**src/rtl/dmem_arbiter_pkg.sv**
```systemverilog
// Shared definitions for the data-memory arbiter.
//   - arb_state_t : FSM encoding (IDLE, ISSUE, WAIT, DONE)
//   - PORT_CPU / PORT_DBG : requester indices as seen by the grant logic
//   - WORD_BYTES : access size in bytes (all accesses are full words)
//   - addr_is_bad() : misaligned / out-of-range check for a requested address
package dmem_arb_pkg;

    typedef enum logic [1:0] {
        ST_IDLE  = 2'd0,
        ST_ISSUE = 2'd1,
        ST_WAIT  = 2'd2,
        ST_DONE  = 2'd3
    } arb_state_t;

    localparam int PORT_CPU   = 0;
    localparam int PORT_DBG   = 1;
    localparam int WORD_BYTES = 4;

    // A word access is illegal when it is not word aligned or when its last
    // byte would fall beyond the implemented memory.
    function automatic logic addr_is_bad(input logic [31:0] addr, input int depth_bytes);
        logic [31:0] last_ok;
        last_ok = 32'(depth_bytes - WORD_BYTES);
        return (addr[1:0] != 2'b00) || (addr > last_ok);
    endfunction

endpackage

```
**src/rtl/dmem_arbiter_rr_arb2.sv**
```systemverilog
// rr_arb2: two-way round-robin grant logic.
//   clk, rst   : clock, synchronous active-high reset
//   req[1:0]   : request vector, bit index = port index
//   en         : arbitration window (grant only taken while en is high)
//   gnt_valid  : a grant is being issued this cycle
//   gnt_idx    : index of the granted port
// last_gnt resets to the debug port so the CPU wins the first tie.
module rr_arb2
    import dmem_arb_pkg::*;
(
    input  logic       clk,
    input  logic       rst,
    input  logic [1:0] req,
    input  logic       en,
    output logic       gnt_valid,
    output logic       gnt_idx
);

    logic last_gnt_r;

    // Grant decision: a lone requester wins, a tie goes to the port not served last.
    always_comb begin
        gnt_valid = 1'b0;
        gnt_idx   = 1'(PORT_CPU);
        if (en) begin
            gnt_valid = |req;
            case (req)
                2'b11:   gnt_idx = ~last_gnt_r;
                2'b10:   gnt_idx = 1'(PORT_DBG);
                default: gnt_idx = 1'(PORT_CPU);
            endcase
        end else begin
            gnt_valid = 1'b0;
        end
    end

    // Remember which port was granted most recently.
    always_ff @(posedge clk) begin
        if (rst) begin
            last_gnt_r <= 1'(PORT_DBG);
        end else if (gnt_valid) begin
            last_gnt_r <= gnt_idx;
        end else begin
            last_gnt_r <= last_gnt_r;
        end
    end

endmodule

```
**src/rtl/dmem_arbiter.sv**
```systemverilog
// dmem_arbiter: shares a single-port, fixed-latency data memory between the
// CPU MEM stage (port 0) and a debug/loader port (port 1).
//   clk, rst                          : clock, synchronous active-high reset
//   cpu_req/we/addr/wdata             : CPU request, held until cpu_ack
//   cpu_ack/rdata/err                 : completion pulse, load data (held), error flag
//   cpu_stall                         : cpu_req & ~cpu_ack
//   dbg_req/we/addr/wdata, dbg_ack/rdata/err : same as the CPU port
//   mem_en/we/addr/wdata              : one-cycle memory strobe and access fields
//   mem_rdata                         : read data, valid MEM_LAT cycles after mem_en
//   busy                              : FSM not in IDLE
// Handshake timing: request seen in IDLE at cycle t -> mem_en at t+1 ->
// ack at t+MEM_LAT+2; illegal addresses ack with err at t+1 without mem_en.
module dmem_arbiter
    import dmem_arb_pkg::*;
#(
    parameter int ADDR_W      = 8,
    parameter int DEPTH_BYTES = 32,
    parameter int MEM_LAT     = 1
) (
    input  logic              clk,
    input  logic              rst,
    input  logic              cpu_req,
    input  logic              cpu_we,
    input  logic [ADDR_W-1:0] cpu_addr,
    input  logic [31:0]       cpu_wdata,
    output logic              cpu_ack,
    output logic [31:0]       cpu_rdata,
    output logic              cpu_err,
    output logic              cpu_stall,
    input  logic              dbg_req,
    input  logic              dbg_we,
    input  logic [ADDR_W-1:0] dbg_addr,
    input  logic [31:0]       dbg_wdata,
    output logic              dbg_ack,
    output logic [31:0]       dbg_rdata,
    output logic              dbg_err,
    output logic              mem_en,
    output logic              mem_we,
    output logic [ADDR_W-1:0] mem_addr,
    output logic [31:0]       mem_wdata,
    input  logic [31:0]       mem_rdata,
    output logic              busy
);

    localparam int CNT_W = $clog2(MEM_LAT + 1);

    arb_state_t        state_r, state_s;
    logic              gnt_valid_s, gnt_idx_s;
    logic              gnt_r, we_r, acc_err_r;
    logic [ADDR_W-1:0] addr_r;
    logic [31:0]       wdata_r;
    logic [CNT_W-1:0]  cnt_r;

    logic              sel_we_s, bad_s, load_s;
    logic [ADDR_W-1:0] sel_addr_s;
    logic [31:0]       sel_wdata_s;
    logic              port_s, acc_we_s, acc_err_s;

    logic              cpu_ack_r, dbg_ack_r, cpu_err_r, dbg_err_r;
    logic              mem_en_r, mem_we_r, busy_r;
    logic [31:0]       cpu_rdata_r, dbg_rdata_r;

    logic              cpu_ack_d, dbg_ack_d, mem_en_d, mem_we_d, busy_d;
    logic              rd_capture_s;

    rr_arb2 u_rr_arb2 (
        .clk       (clk),
        .rst       (rst),
        .req       ({dbg_req, cpu_req}),
        .en        (state_r == ST_IDLE),
        .gnt_valid (gnt_valid_s),
        .gnt_idx   (gnt_idx_s)
    );

    // Request fields of the port currently winning arbitration.
    always_comb begin
        if (gnt_idx_s == 1'(PORT_DBG)) begin
            sel_we_s    = dbg_we;
            sel_addr_s  = dbg_addr;
            sel_wdata_s = dbg_wdata;
        end else begin
            sel_we_s    = cpu_we;
            sel_addr_s  = cpu_addr;
            sel_wdata_s = cpu_wdata;
        end
        bad_s  = addr_is_bad(32'(sel_addr_s), DEPTH_BYTES);
        load_s = (state_r == ST_IDLE) && gnt_valid_s;
    end

    // FSM state register.
    always_ff @(posedge clk) begin
        if (rst) begin
            state_r <= ST_IDLE;
        end else begin
            state_r <= state_s;
        end
    end

    // FSM next-state logic.
    always_comb begin
        state_s = state_r;
        case (state_r)
            ST_IDLE: begin
                if (gnt_valid_s) begin
                    state_s = bad_s ? ST_DONE : ST_ISSUE;
                end else begin
                    state_s = ST_IDLE;
                end
            end
            ST_ISSUE: state_s = ST_WAIT;
            ST_WAIT: begin
                if (cnt_r == CNT_W'(1)) begin
                    state_s = ST_DONE;
                end else begin
                    state_s = ST_WAIT;
                end
            end
            ST_DONE: state_s = ST_IDLE;
            default: state_s = ST_IDLE;
        endcase
    end

    // Latch the granted request so the requester may change its inputs.
    always_ff @(posedge clk) begin
        if (rst) begin
            gnt_r     <= 1'(PORT_CPU);
            we_r      <= 1'b0;
            acc_err_r <= 1'b0;
            addr_r    <= '0;
            wdata_r   <= 32'h0000_0000;
        end else if (load_s) begin
            gnt_r     <= gnt_idx_s;
            we_r      <= sel_we_s;
            acc_err_r <= bad_s;
            addr_r    <= sel_addr_s;
            wdata_r   <= sel_wdata_s;
        end else begin
            gnt_r     <= gnt_r;
            we_r      <= we_r;
            acc_err_r <= acc_err_r;
            addr_r    <= addr_r;
            wdata_r   <= wdata_r;
        end
    end

    // Memory latency counter: loaded in ISSUE, counts down through WAIT.
    always_ff @(posedge clk) begin
        if (rst) begin
            cnt_r <= '0;
        end else if (state_r == ST_ISSUE) begin
            cnt_r <= CNT_W'(MEM_LAT);
        end else if (state_r == ST_WAIT) begin
            cnt_r <= cnt_r - CNT_W'(1);
        end else begin
            cnt_r <= cnt_r;
        end
    end

    // Output decode for the next cycle. Fields come straight from the
    // arbitration inputs when the access is being granted this cycle,
    // otherwise from the latched copy.
    always_comb begin
        port_s       = load_s ? gnt_idx_s : gnt_r;
        acc_we_s     = load_s ? sel_we_s  : we_r;
        acc_err_s    = load_s ? bad_s     : acc_err_r;
        mem_en_d     = (state_s == ST_ISSUE);
        mem_we_d     = mem_en_d && acc_we_s;
        cpu_ack_d    = (state_s == ST_DONE) && (port_s == 1'(PORT_CPU));
        dbg_ack_d    = (state_s == ST_DONE) && (port_s == 1'(PORT_DBG));
        busy_d       = (state_s != ST_IDLE);
        rd_capture_s = (state_r == ST_WAIT) && (cnt_r == CNT_W'(1)) && !we_r;
    end

    // Registered outputs; err/rdata of the idle port are left untouched.
    always_ff @(posedge clk) begin
        if (rst) begin
            mem_en_r    <= 1'b0;
            mem_we_r    <= 1'b0;
            cpu_ack_r   <= 1'b0;
            dbg_ack_r   <= 1'b0;
            busy_r      <= 1'b0;
            cpu_err_r   <= 1'b0;
            dbg_err_r   <= 1'b0;
            cpu_rdata_r <= 32'h0000_0000;
            dbg_rdata_r <= 32'h0000_0000;
        end else begin
            mem_en_r  <= mem_en_d;
            mem_we_r  <= mem_we_d;
            cpu_ack_r <= cpu_ack_d;
            dbg_ack_r <= dbg_ack_d;
            busy_r    <= busy_d;
            cpu_err_r <= cpu_ack_d ? acc_err_s : cpu_err_r;
            dbg_err_r <= dbg_ack_d ? acc_err_s : dbg_err_r;
            if (rd_capture_s && (gnt_r == 1'(PORT_CPU))) begin
                cpu_rdata_r <= mem_rdata;
            end else begin
                cpu_rdata_r <= cpu_rdata_r;
            end
            if (rd_capture_s && (gnt_r == 1'(PORT_DBG))) begin
                dbg_rdata_r <= mem_rdata;
            end else begin
                dbg_rdata_r <= dbg_rdata_r;
            end
        end
    end

    assign mem_en    = mem_en_r;
    assign mem_we    = mem_we_r;
    assign mem_addr  = addr_r;
    assign mem_wdata = wdata_r;
    assign cpu_ack   = cpu_ack_r;
    assign dbg_ack   = dbg_ack_r;
    assign cpu_err   = cpu_err_r;
    assign dbg_err   = dbg_err_r;
    assign cpu_rdata = cpu_rdata_r;
    assign dbg_rdata = dbg_rdata_r;
    assign busy      = busy_r;
    assign cpu_stall = cpu_req && !cpu_ack_r;

endmodule

```
**config.mk**
```make
export PLATFORM = sky130hd
export DESIGN_NAME = dmem_arbiter
export DESIGN_NICKNAME = d
export VERILOG_FILES = /design/src/rtl/dmem_arbiter_pkg.sv /design/src/rtl/dmem_arbiter_rr_arb2.sv /design/src/rtl/dmem_arbiter.sv
export SDC_FILE = /design/constraint.sdc
export NUM_CORES = 1
export LEC_CHECK = 0
export CAP_MARGIN = 20
export CORE_MARGIN = 8
export CORE_UTILIZATION = 40
export DETAILED_ROUTE_END_ITERATION = 8
export PLACE_DENSITY_LB_ADDON = 0.15
export SYNTH_ARGS = -nofsm -noshare
export SYNTH_HDL_FRONTEND = slang
export SYNTH_SLANG_ARGS = --single-unit
```
**constraint.sdc**
```tcl
create_clock -name clk -period 2.1 [get_ports clk]
set_clock_uncertainty 0.05 [all_clocks]
set_input_delay 0.42 -clock clk [delete_from_list [all_inputs] [get_ports clk]]
set_output_delay 0.42 -clock clk [all_outputs]
set_load 0.005 [all_outputs]
```
==> impl_results.md, run 1 <==
* Final Cycle Share at 92.1%
* IO Pins at 230
* Cell variety after synth at 32
* Max cap viols at 0
* Die W at 123 µm
* Placer Congestion at 0.817
* GRT overflow at 0
* Cell Pwr Density at 1110 mW/mm²
* Crit path time final at 1.93 ns
* Layout area overhead at 66.4%
* Htree depth at 4
* Hold Buf Count CTS at 0
* Worst reg2reg startpoint: state_r[0]
* Cells after Synth at 578
* DIE HEIGHT at 123 µm
* Commonest non-fill, non-tap cell in the layout: clkdlybuf4s50_1
* CTS tree: done
* First-pass GRT wire length at 23,500 µm
* Largest net degree at the start of global routing at 68
* YS warnings at 0
* Unrepaired setup endpoints after global routing: no
* Combinational Power Share at 32.6%
* Avg Cell Area, Syn at 7.87 µm²
* Clk sinks at 118
* Antenna cells at 0
* Switching Fraction at 30.0%
* HP Start: dbg_rdata[28]
* CP max stage cell: or4_4
* CP cell instances: clkdlybuf4s50_1 > or4_4 > nor2_4 > mux2i_1 > a41o_1 > mux2_4
* Commonest non-fill, non-tap cells in the layout: 227 x clkdlybuf4s50_1, 217 x nand2_1, 118 x dfxtp_1
* # nets final at 918
* Routed vias/inst at 4.99
* Root Buffer Master: clkbuf_16
* Reg2Reg Setup Slack at 0.25 ns
* Critical Path Fanout Max at 2
* Hold Path Class: flip-flop to flip-flop
* Syn nets at 700
* Hold Path End: dbg_rdata[28]
* Clock latency on the worst-skew pair at 0.41 ns
* Starting Density at 40.3%
* Yosys reg bits at 118
* Critical Path AT at 2.18 ns
* Power share of the sequential group at 34.4%
* Die area at 0.0150 mm²
* WL/cell at 16.1 µm
* R2R Path End: cpu_err
* Total power at 8.39 mW
* Area leader, netlist: dfxtp_1
* Longest Clk Path Bufs at 2
* Top area cells in the synthesized netlist: dfxtp_1 52%, nand2_1 18%, a311oi_1 7.7%, a21oi_1 7.4%, nor2_1 4.1%
* Antenna-violating nets left at 0
* Seq/Total Area, Yosys at 52.0%
* Buffers on Ports at 229
* Initial antenna violation count at 0
* CP Buf/Inv Count at 1
* DR DRC count at 0
* Layout fillers at 931
* Internal at 5.88 mW
* Switch Pwr at 2.52 mW
* Clk slew on worst S/H paths at 0.06 ns
* Hold Path Cell Cnt at 2
* Cell family with most CP delay: simple AND/OR/NAND/NOR gates
* Crit path launch type: input pin
* Initial DRT Pass Iterations at 4
* Final HPWL DP at 11,300 µm
* Fin. Hold Viols at 0
* WS Path Type: input pin to flip-flop
* Maximum clock rate at 517 MHz
* Crit path largest cell delay at 0.56 ns
* Final Core Density at 67.1%
* Vias in the first global route at 4,664
* CTS Buf Count at 17
* Total leakage power at 2.79 nW
* Slew Limit Fails at 0
* Mapped cell area at 0.00455 mm²
* R2R cell count at 7
* Via total after detailed routing at 4,750
* Largest vdd supply drop at 0.000609 V
* Outcome: finished clean
* Crit end category: flip-flop
* Setup-failing EPs final at 0
* Initial DRC count at 303
* Cell row count at 39
* Rel. slew slack at 66.0%
* Total GRT Usage at 19.9%
* Slew @ Worst Pin at 0.510 ns
* Core area at 0.0113 mm²
* Synth top area share at 52.0%
* Total wire length at 15,300 µm
* CP required at 2.35 ns
* Share of layout cells above drive strength 1 at 6.56%
* Clock Power Share at 32.9%
## sequential cells by signal (all words and copies together) (netlist names), 2 cells and up
| signal | count |
|---|---|
| cpu_rdata | 32 |
| state_r | 2 |
| dbg_rdata | 32 |
| mem_wdata | 32 |
| mem_addr | 8 |
## worst max-delay path by stage
stage	from	cells after the start	to
5_1_grt	dbg_addr[1]	6	dbg_err
3_3_place_gp	dbg_addr[1]	6	dbg_err
6_report	cpu_addr[1]	6	dbg_err
3_5_place_dp	cpu_addr[1]	6	dbg_err
4_1_cts	cpu_req	3	cpu_stall
2_1_floorplan	cpu_addr[1]	5	dbg_err
## per-stage QoR
step | cell area [µm²] | cells | setup WS, ns | hold slack (ns) | setup TNS [ns]
after detailed placement | 7000 | 920 | -0.253 | 0.396 | -0.893
after global routing | 7570 | 951 | 0.120 | 0.422 | 0
after floorplan | 4550 | 578 | 0.276 | 0.385 | 0
after global placement | 7000 | 920 | -0.228 | 0.392 | -0.763
final | 7570 | 951 | 0.166 | 0.401 | 0
after CTS | 7560 | 951 | 0.00915 | 0.403 | 0
## final cells by class
| type | count | area, µm² | area share [%] |
|---|---|---|---|
| repair buffers | 245 | 2450 | 32.4 |
| flip-flops and latches | 118 | 2360 | 31.2 |
| multi-input cells | 412 | 2000 | 26.4 |
| clock buffers | 22 | 464 | 6.14 |
| well taps | 143 | 179 | 2.36 |
| clock inverters | 9 | 103 | 1.36 |
| inverters | 2 | 7.51 | 0.0992 |
## power by group through the flow
stage,clock [mW],combinational [mW],sequential [mW]
floorplan,0,1.27,2.95
detailed placement,0,2.73,2.94
global placement,0,2.69,2.92
global route,2.90,3.01,2.94
CTS,2.81,2.75,2.89
finish,2.77,2.74,2.89
## worst register-to-register path, delay by kind of cell (launching register included)
| kind | cells | cell delay (ns) |
|---|---|---|
| adders and majority gates | 1 | 0.23 |
| and+or+nand+nor | 1 | 0.38 |
| AOI/OAI and AO/OA | 2 | 0.35 |
| DFF | 1 | 0.31 |
| muxes | 1 | 0.19 |
| buffers and inverters | 2 | 0.28 |
## logic make-up (layout without fill, tap and decap cells)
kind of cell	count (synthesis)	count (layout)	synth area share, %
AND/OR/NAND/NOR	288	288	25.2
adder cells (fa/ha/maj)	4	4	1.10
buffers and inverters	48	278	4.18
AO/OA/AOI/OAI	117	117	16.7
flip-flops	118	118	52.0
multiplexers	3	3	0.798
## Yosys cell counts
cell / n
nand2_1: 217
dfxtp_1: 118
a21oi_1: 67
nor2_1: 50
a311oi_1: 40
clkbuf_1: 32
buf_2: 8
buf_1: 6
nor2b_1: 5
ha_1: 4
o21ai_0: 3
a31oi_1: 2
and2_1: 2
and3_1: 2
inv_1: 2
nor3_1: 2
nor4_1: 2
or3_1: 2
a211o_1: 1
a221oi_1: 1
a31oi_2: 1
a41o_1: 1
mux2_2: 1
mux2_4: 1
mux2i_1: 1
nand3_1: 1
nand3_2: 1
nand4b_1: 1
nor2_4: 1
o21a_1: 1
or4_1: 1
or4_4: 1
## per-layer routing
| metal | vias to the layer above | part of all wire, % | global-route usage (%) |
|---|---|---|---|
| li1 | 2370 | - | - |
| met1 | 2177 | 39 | 21.8 |
| met2 | 184 | 47 | 32.7 |
| met3 | 19 | 12 | 10.3 |
| met4 | 0 | 1.8 | 6.93 |
| met5 | - | 0 | 0 |
## what timing repair did
| item | CTS | global route |
|---|---|---|
| buffers inserted | 0 | 0 |
| setup endpoints to repair | 0 | 1 |
| gates resized for setup | 0 | 1 |
Power figures use the tool's default switching activity.
==> run 2, diff against run 1 <==
--- a/config.mk
+++ b/config.mk
@@ -5,6 +5,7 @@
 export SDC_FILE = /design/constraint.sdc
 export NUM_CORES = 1
 export LEC_CHECK = 0
+export ABC_CLOCK_PERIOD_IN_PS = 2100
 export CAP_MARGIN = 20
 export CORE_MARGIN = 8
 export CORE_UTILIZATION = 40
==> results of run 2 <==
No change in the layout: final DEF, timing and power equal those of run 1.
==> run 3, diff against run 2 <==
--- a/config.mk
+++ b/config.mk
@@ -7,8 +7,10 @@
 export LEC_CHECK = 0
 export ABC_CLOCK_PERIOD_IN_PS = 2100
 export CAP_MARGIN = 20
+export CELL_PAD_IN_SITES_DETAIL_PLACEMENT = 1
+export CELL_PAD_IN_SITES_GLOBAL_PLACEMENT = 1
 export CORE_MARGIN = 8
-export CORE_UTILIZATION = 40
+export CORE_UTILIZATION = 28
 export DETAILED_ROUTE_END_ITERATION = 8
 export PLACE_DENSITY_LB_ADDON = 0.15
 export SYNTH_ARGS = -nofsm -noshare
==> run 3 against run 2 <==
Sequential cell count unchanged; final cell count rose by 8.0%; register-to-register slack worse by 0.03 ns; via count grew 2.0%; clock-buffer cell count grew 1; largest cell class unchanged; combinational power grew 2%; routed wire length is 17% higher; highest routed layer unchanged; clock power rose by 11%.
==> impl_results.md, run 3 (same netlist as run 1, synthesis figures left out) <==
* Root Buffer Master: clkbuf_16
* Cell row count at 46 (+18%)
* # resized after CTS at 0 (unchanged)
* Antenna-violating nets left at 0 (unchanged)
* Share of layout cells above drive strength 1 at 6.91% (+0.35 points)
* Layout fillers at 1,893 (+100%)
* Crit end category: flip-flop
* WS Path Type: input pin to flip-flop
* DR DRC count at 0 (unchanged)
* Critical Path AT at 2.19 ns (about the same)
* Commonest non-fill, non-tap cells in the layout: 227 x clkdlybuf4s50_1, 217 x nand2_1, 118 x dfxtp_1
* Largest net degree at the start of global routing at 66 (-2.9%)
* Commonest non-fill, non-tap cell in the layout: clkdlybuf4s50_1
* Via total after detailed routing at 4,843 (+2.0%)
* Placer Congestion at 0.750 (-8.2%)
* Final Cycle Share at 92.7% (+0.58 points)
* Routed vias/inst at 4.72 (-5.6%)
* WL/cell at 17.4 µm (+8.5%)
* CP max stage cell: or4_1
* Hold Buf Count CTS at 0 (unchanged)
* Antenna cells at 0 (unchanged)
* Rel. slew slack at 69.5% (+3.6 points)
* IO Pins at 230 (unchanged)
* Clk slew on worst S/H paths at 0.05 ns (about the same)
* Cell Pwr Density at 1130 mW/mm² (+2.2%)
* Clock latency on the worst-skew pair at 0.40 ns (about the same)
* Total GRT Usage at 17.5% (-2.5 points)
* # nets final at 920 (+0.22%)
* Total wire length at 17,900 µm (+17%)
* Cell family with most CP delay: simple AND/OR/NAND/NOR gates
* TNS Setup at 0 ns (unchanged)
* Design area at 0.00773 mm² (+2.2%)
* Worst reg2reg startpoint: state_r[0]
* CP Buf/Inv Count at 1 (unchanged)
* Htree depth at 4 (unchanged)
* Crit path largest cell delay at 0.58 ns (+0.02 ns)
* Buffers on Ports at 229 (unchanged)
* WP depth at 6 (unchanged)
* R2R cell count at 7 (unchanged)
* Number of post-CTS setup repair buffers at 0 (unchanged)
* Total leakage power at 2.83 nW (+1.7%)
* Hold Path End: cpu_rdata[31]
* Critical Path Fanout Max at 2 (unchanged)
* CP required at 2.34 ns (about the same)
* Setup-failing EPs final at 0 (unchanged)
* Dpl cell area at 0.00710 mm² (+1.5%)
* Initial DRC count at 152 (-50%)
* CTS Buf Count at 17 (unchanged)
* Final HPWL DP at 13,500 µm (+20%)
* R2R Path End: mem_we
* Hold Path Cell Cnt at 2 (unchanged)
* Largest vdd supply drop at 0.000670 V (+10%)
* Initial DRT Pass Iterations at 4 (unchanged)
* CTS tree: done
* DIE HEIGHT at 143 µm (+17%)
* Longest Clk Path Bufs at 2 (unchanged)
* Layout area overhead at 70.0%
* Reg2Reg Setup Slack at 0.22 ns (-0.03 ns)
* Max cap viols at 0 (unchanged)
* Slew @ Worst Pin at 0.457 ns (-0.0535 ns)
* Vias in the first global route at 5,309 (+14%)
* Initial antenna violation count at 0 (unchanged)
* Outcome: finished clean
* GRT overflow at 0 (unchanged)
* Crit path launch type: input pin
* Fin. Hold Viols at 0 (unchanged)
* Slew Limit Fails at 0 (unchanged)
* First-pass GRT wire length at 27,900 µm (+18%)
* Clk sinks at 118 (unchanged)
* Die W at 143 µm (+17%)
* CP cell instances: clkdlybuf4s50_1 > or4_1 > nor2_1 > mux2i_1 > a41o_1 > mux2_4
* Core area at 0.0159 mm² (+41%)
* Hold Path Class: flip-flop to flip-flop
* Starting Density at 28.6% (-12 points)
* Maximum clock rate at 514 MHz (-0.63%)
* HP Start: cpu_rdata[31]
* Crit path time final at 1.95 ns (+0.0123 ns)
* Die area at 0.0206 mm² (+37%)
* Unrepaired setup endpoints after global routing: no
-- run 3: worst max-delay path by stage --
stage,start,endpoint,slack [ns]
finish,dbg_addr[1],dbg_err,0.15
global route,state_r[0],we_r,0.02
CTS,cpu_req,cpu_stall,0.007
detailed placement,dbg_addr[1],dbg_err,-0.25
global placement,dbg_addr[1],dbg_err,-0.26
floorplan,cpu_addr[1],dbg_err,0.28
-- run 3: metal layers --
layer	GRT usage, %	wire length (µm)
met4	6.64	312
met1	17.9	7110
met2	30.3	8590
met3	8.56	1900
met5	0	0
-- run 3: tightest hold or removal path: cells and delay by family (launching register included) --
| family | cells | cell delay (ns) |
|---|---|---|
| DFF | 1 | 0.30 |
| and+or+nand+nor | 1 | 0.05 |
| AOI/OAI and AO/OA | 1 | 0.05 |
-- run 3: area by class of cell --
cell class                      instances  area (µm²)  area share, %
Clock buffer                           23         478           6.18
Clock inverter                          9         148           1.91
Inverter                                2        7.51         0.0971
Multi-Input combinational cell        412        2000           25.9
Sequential cell                       118        2360           30.6
Tap cell                              216         270           3.50
Timing Repair Buffer                  247        2460           31.9
-- run 3: where the power goes --
part           internal [mW]  leakage, nW  switching, mW
logic                   1.41         1.56           1.38
clock network           2.07        0.307          0.997
registers               2.67        0.964          0.230
-- run 3: metrics by stage --
step           power (mW)  hold WS [ns]  utilization, %  std cells  setup WS, ns
2_1_floorplan        4.22         0.385               -        578         0.276
6_report             8.76         0.400            48.7       1027         0.154
3_5_place_dp         5.77         0.398            44.7        995        -0.254
4_1_cts              8.89         0.389            48.7       1027       0.00694
3_3_place_gp         5.67         0.392            44.7        995        -0.262
5_1_grt              9.27         0.423            48.7       1027        0.0218
